[src/rtl/booth_r4_mult_seq.sv]
// ---------------------------------------------------------------------------
// booth_r4_mult_seq
// Sequential signed radix-4 Booth multiplier. Two multiplier bits are retired
// per clock through a start/ready/valid handshake.
// Optional build macro: BOOTH_R4_UNSIGNED_EN adds the op_unsigned port, which
// selects an unsigned multiply taking one extra step.
// Revision: 1.0
// ---------------------------------------------------------------------------
`default_nettype none

module booth_r4_mult_seq #(
  parameter int WIDTH = 8
) (
  input  logic               clk,
  input  logic               rst,
  input  logic               start,
`ifdef BOOTH_R4_UNSIGNED_EN
  input  logic               op_unsigned,
`endif
  input  logic [WIDTH-1:0]   multiplicand,
  input  logic [WIDTH-1:0]   multiplier,
  output logic               ready,
  output logic               valid,
  output logic [2*WIDTH-1:0] product
);

  localparam int STEPS = WIDTH / 2;
`ifdef BOOTH_R4_UNSIGNED_EN
  // Zero-extended operands need one more multiplier digit (two more bits),
  // and an unsigned WIDTH-bit M behaves like a (WIDTH+1)-bit signed value,
  // so the accumulator carries one extra guard bit to keep the shift exact.
  localparam int AW = WIDTH + 3;
  localparam int QW = WIDTH + 2;
`else
  localparam int AW = WIDTH + 2;
  localparam int QW = WIDTH;
`endif
  localparam int CW = $clog2(STEPS + 2);

  typedef enum logic [1:0] {
    IDLE = 2'd0,
    RUN  = 2'd1,
    DONE = 2'd2
  } state_t;

  state_t          state;
  logic [AW-1:0]   acc;
  logic [AW-1:0]   m_ext;
  logic [QW-1:0]   q;
  logic            q_m1;
  logic [CW-1:0]   count;
`ifdef BOOTH_R4_UNSIGNED_EN
  logic            uns;
`endif

  logic [AW-1:0]      addend;
  logic [AW-1:0]      sum;
  logic [AW-1:0]      acc_nxt;
  logic [QW-1:0]      q_nxt;
  logic [2*WIDTH-1:0] prod_nxt;
  logic [CW-1:0]      last_cnt;

  // Booth recode of {Q[1:0], q_m1}, add, then arithmetic shift right by 2.
  always_comb begin
    case ({q[1:0], q_m1})
      3'b001, 3'b010: addend = m_ext;
      3'b011:         addend = m_ext << 1;
      3'b100:         addend = ~(m_ext << 1) + AW'(1);
      3'b101, 3'b110: addend = ~m_ext + AW'(1);
      default:        addend = '0;
    endcase
    sum     = acc + addend;
    acc_nxt = {{2{sum[AW-1]}}, sum[AW-1:2]};
    q_nxt   = {sum[1:0], q[QW-1:2]};
`ifdef BOOTH_R4_UNSIGNED_EN
    // Signed ops leave the two sign-extension bits of Q at the bottom.
    if (uns) begin
      prod_nxt = {acc_nxt[WIDTH-3:0], q_nxt};
      last_cnt = CW'(STEPS);
    end else begin
      prod_nxt = {acc_nxt[WIDTH-1:0], q_nxt[QW-1:QW-WIDTH]};
      last_cnt = CW'(STEPS - 1);
    end
`else
    prod_nxt = {acc_nxt[WIDTH-1:0], q_nxt};
    last_cnt = CW'(STEPS - 1);
`endif
  end

  // Control FSM and datapath registers; product is captured on the final step.
  always_ff @(posedge clk or posedge rst) begin
    if (rst) begin
      state   <= IDLE;
      ready   <= 1'b1;
      valid   <= 1'b0;
      product <= '0;
      acc     <= '0;
      m_ext   <= '0;
      q       <= '0;
      q_m1    <= 1'b0;
      count   <= '0;
`ifdef BOOTH_R4_UNSIGNED_EN
      uns     <= 1'b0;
`endif
    end else begin
      case (state)
        IDLE: begin
          valid <= 1'b0;
          if (start) begin
            acc   <= '0;
            q_m1  <= 1'b0;
            count <= '0;
            ready <= 1'b0;
            state <= RUN;
`ifdef BOOTH_R4_UNSIGNED_EN
            uns <= op_unsigned;
            if (op_unsigned) begin
              m_ext <= {{(AW-WIDTH){1'b0}}, multiplicand};
              q     <= {2'b00, multiplier};
            end else begin
              m_ext <= {{(AW-WIDTH){multiplicand[WIDTH-1]}}, multiplicand};
              q     <= {{2{multiplier[WIDTH-1]}}, multiplier};
            end
`else
            m_ext <= {{(AW-WIDTH){multiplicand[WIDTH-1]}}, multiplicand};
            q     <= multiplier;
`endif
          end
        end
        RUN: begin
          acc   <= acc_nxt;
          q     <= q_nxt;
          q_m1  <= q[1];
          count <= count + CW'(1);
          if (count == last_cnt) begin
            product <= prod_nxt;
            valid   <= 1'b1;
            state   <= DONE;
          end
        end
        DONE: begin
          valid <= 1'b0;
          ready <= 1'b1;
          state <= IDLE;
        end
        default: begin
          valid <= 1'b0;
          ready <= 1'b1;
          state <= IDLE;
        end
      endcase
    end
  end

endmodule

`default_nettype wire
[config.mk]
export PLATFORM = sky130hd
export DESIGN_NAME = booth_r4_mult_seq
export DESIGN_NICKNAME = d
export VERILOG_FILES = /design/src/rtl/booth_r4_mult_seq.sv
export SDC_FILE = /design/constraint.sdc
export NUM_CORES = 1
export LEC_CHECK = 0
export CAP_MARGIN = 20
export CORE_MARGIN = 5
export CORE_UTILIZATION = 40
export CTS_CLUSTER_DIAMETER = 200
export CTS_CLUSTER_SIZE = 14
export DETAILED_ROUTE_END_ITERATION = 8
export DONT_BUFFER_PORTS = 1
export GPL_ROUTABILITY_DRIVEN = 0
export GPL_TIMING_DRIVEN = 0
export SYNTH_ARGS = -nofsm -noshare
export SYNTH_HDL_FRONTEND = slang
export SYNTH_SLANG_ARGS = --single-unit
[constraint.sdc]
create_clock -name clk -period 9.4 [get_ports clk]
set_clock_uncertainty 0.2 [all_clocks]
set_input_delay 0.94 -clock clk [delete_from_list [all_inputs] [get_ports clk]]
set_output_delay 0.94 -clock clk [all_outputs]
set_load 0.05 [all_outputs]
==> flow_metrics.py <==
metrics = {
    "timing": {
        "rsz0062_at_grt": "no",
        "fin_crit_ns": 3.44,
        "drv_slew": 0,
        "fin_crit_sh": 0.366,
        "fmax_mhz": 291,
        "maxSlewHeadroom": 0.587,
        "hold_violations": 0,
        "tightest_slew_ns": 0.620,
        "setup_violations": 0,
        "final.setup.tns_ns": 0,
    },
    "status": {
        "status": "complete, no violations",
    },
    "clocking": {
        "numCtsBuffers": 5,
        "postCtsSetupBuffers": 0,
        "ctsHoldBuffers": 0,
        "htreeDepth": 2,
        "cts_root_buf": "clkbuf_8",
        "cts_resized": 0,
        "cts_tree": "done",
        "cts_sinks": 48,
        "clk_pin_slew_ns": 0.09,
        "insertion_delay_ns": 0.30,
        "cts_buffer_depth": 2,
    },
    "setup_path": {
        "required_ns": 9.43,
        "start_kind": "flop",
        "end_kind": "flop",
        "worst-setup-path-type": "flop to flop",
        "crit_path_max_fanout": 4,
        "cp.arrival_ns": 3.47,
    },
    "flow_run": {
        "max-cap-violations": 0,
    },
    "floorplan": {
        "dieArea_sq_um": 8930,
        "ios": 37,
        "core-area_sq_um": 6870,
        "start_util": 0.416,
        "die_w_um": 94.5,
        "die_h_um": 94.5,
        "std_cell_rows": 30,
    },
    "synth": {
        "synth_cells": 321,
        "syn_area_per_cell_sq_um": 8.90,
        "netlist_area_sq_um": 2860,
        "syn_nets": 353,
        "async_reset_ff_frac": 1.00,
        "yosysWarnings": 0,
        "synth-main-ff-cell": "dfrtp_1",
        "yosysSeqAreaShare": 0.421,
        "netlist-cell-type-count": 53,
        "synth_edf_count": 0,
        "synth-seq-cells": 48,
    },
    "route": {
        "viasPerCell": 5.43,
        "ant_nets": 0,
        "drcViolationCount": 0,
        "wl_mm": 6.74,
        "detail_route.iter0.violations": 200,
        "drt-pass1-iter-count": 5,
        "num_vias": 2312,
        "wl_per_cell_um": 15.8,
    },
    "hold_path": {
        "holdCritPathClass": "primary input to async pin",
    },
    "global_route": {
        "grt_max_degree": 41,
        "grt_overflow": 0,
        "grt_usage": 0.165,
        "grt_antenna_before_repair": 0,
        "grt_pass1_wl_mm": 11.6,
        "grt_pass1_vias": 2330,
    },
    "place": {
        "place_area_sq_um": 3000,
        "numPortBuffers": 0,
        "hpwl_mm": 4.93,
    },
    "finish": {
        "fill_cells": 643,
        "diodes": 0,
        "drive_gt1_frac": 0.0970,
        "final_cell_area_sq_um": 3090,
        "area_growth_pct": 8.19,
        "multi_input_area_sq_um": 1490,
        "layout.nets": 361,
        "area.sequential_sq_um": 1200,
    },
}
-- flip-flops by register name, summed over array words and instances (netlist names) --
register	count
valid	1
acc	8
q	8
q_m1	1
ready	1
count	3
m_ext	8
product	16
state	2
-- cells in the mapped netlist (2+ instances only) --
master / instances / area share
o31ai_1: 5 / 0.013
nand2b_1: 2 / 0.0044
nand3_1: 9 / 0.016
mux2i_1: 3 / 0.011
xor2_1: 6 / 0.018
mux2_2: 7 / 0.028
clkbuf_1: 13 / 0.017
a21boi_1: 2 / 0.0053
a21oi_1: 10 / 0.018
buf_6: 2 / 0.0079
nand4_1: 2 / 0.0044
o21ai_1: 8 / 0.014
o21ai_0: 24 / 0.042
xnor2_1: 6 / 0.018
a21o_1: 2 / 0.0053
dfrtp_1: 47 / 0.41
nor2b_1: 4 / 0.0088
o21a_1: 5 / 0.013
nand2_1: 66 / 0.087
a31oi_1: 11 / 0.024
nor3_1: 5 / 0.0088
inv_1: 12 / 0.016
nor2_1: 29 / 0.038
ha_1: 12 / 0.053
-- layout make-up --
type / instances / share of cell area
clock buffers: 7 / 0.0279
repair buffers: 1 / 0.00648
clock inverters: 1 / 0.00243
plain buffers: 18 / 0.0372
inverters: 13 / 0.0158
flip-flops and latches: 48 / 0.389
multi-input cells: 242 / 0.482
well taps: 96 / 0.0389
-- cells by family after synthesis --
kind of cell    synth area share
compound gates             0.160
xor+xnor                  0.0447
fa+ha+maj                 0.0595
buf+inv                   0.0573
flops                      0.421
mux                       0.0499
simple gates               0.208
-- final timing paths --
path / start / to / slack (ns) / cells past startpoint
max in group asynchronous: rst / ready / 8.24 / 2
min in group clk: count[0] / count[0] / 0.31 / 1
max reg2reg: m_ext[0] / acc[8] / 5.96 / 13
min reg2reg: count[0] / count[0] / 0.31 / 1
min: rst / m_ext[2] / 0.23 / 1
max: m_ext[0] / acc[8] / 5.96 / 13
-- layout by cell type (no fill, tap or decap), types with 2 or more instances in the layout --
cell	n
nand2_1	66
dfrtp_1	47
nor2_1	29
o21ai_0	24
clkbuf_1	14
ha_1	12
inv_1	11
a31oi_1	11
a21oi_1	10
nand3_1	9
o21ai_1	8
clkbuf_8	7
mux2_2	7
xor2_1	6
xnor2_1	6
o21a_1	5
nor3_1	5
o31ai_1	5
nor2b_1	4
mux2i_1	3
nand2b_1	2
a21o_1	2
a21boi_1	2
nand4_1	2
inv_2	2
buf_6	2
-- routing by layer --
layer | vias up | global-route usage | share of wire
met5 | - | 0 | 0
met4 | 0 | 0.0661 | 0.025
met3 | 14 | 0.0375 | 0.059
met2 | 80 | 0.263 | 0.47
met1 | 1099 | 0.217 | 0.45
li1 | 1119 | - | -
-- stage by stage --
step | cells | hold slack (ns) | util | worst slack, ns
after floorplan | 321 | 0.268 | - | 6.29
after global placement | 417 | 0.289 | 0.434 | 6.04
after detailed placement | 418 | 0.298 | 0.436 | 5.99
after CTS | 426 | 0.222 | 0.450 | 5.96
after global routing | 426 | 0.226 | 0.450 | 5.70
final | 426 | 0.226 | 0.450 | 5.96
-- critical path, cell delays in order, from the launching register on --
cell      delay (ns)
dfrtp_1         0.42
inv_1           0.11
ha_1            0.22
or3b_4          0.43
nand2_1         0.10
xnor2_1         0.09
a221oi_1        0.31
a31oi_1         0.09
ha_1            0.34
a21oi_1         0.19
a21oi_1         0.14
or3_1           0.36
mux2i_1         0.17
mux2i_1         0.20
Power is left out: the tool's default activity adds up to more than one toggle a clock period on the data nets, which glitch-free logic cannot reach.
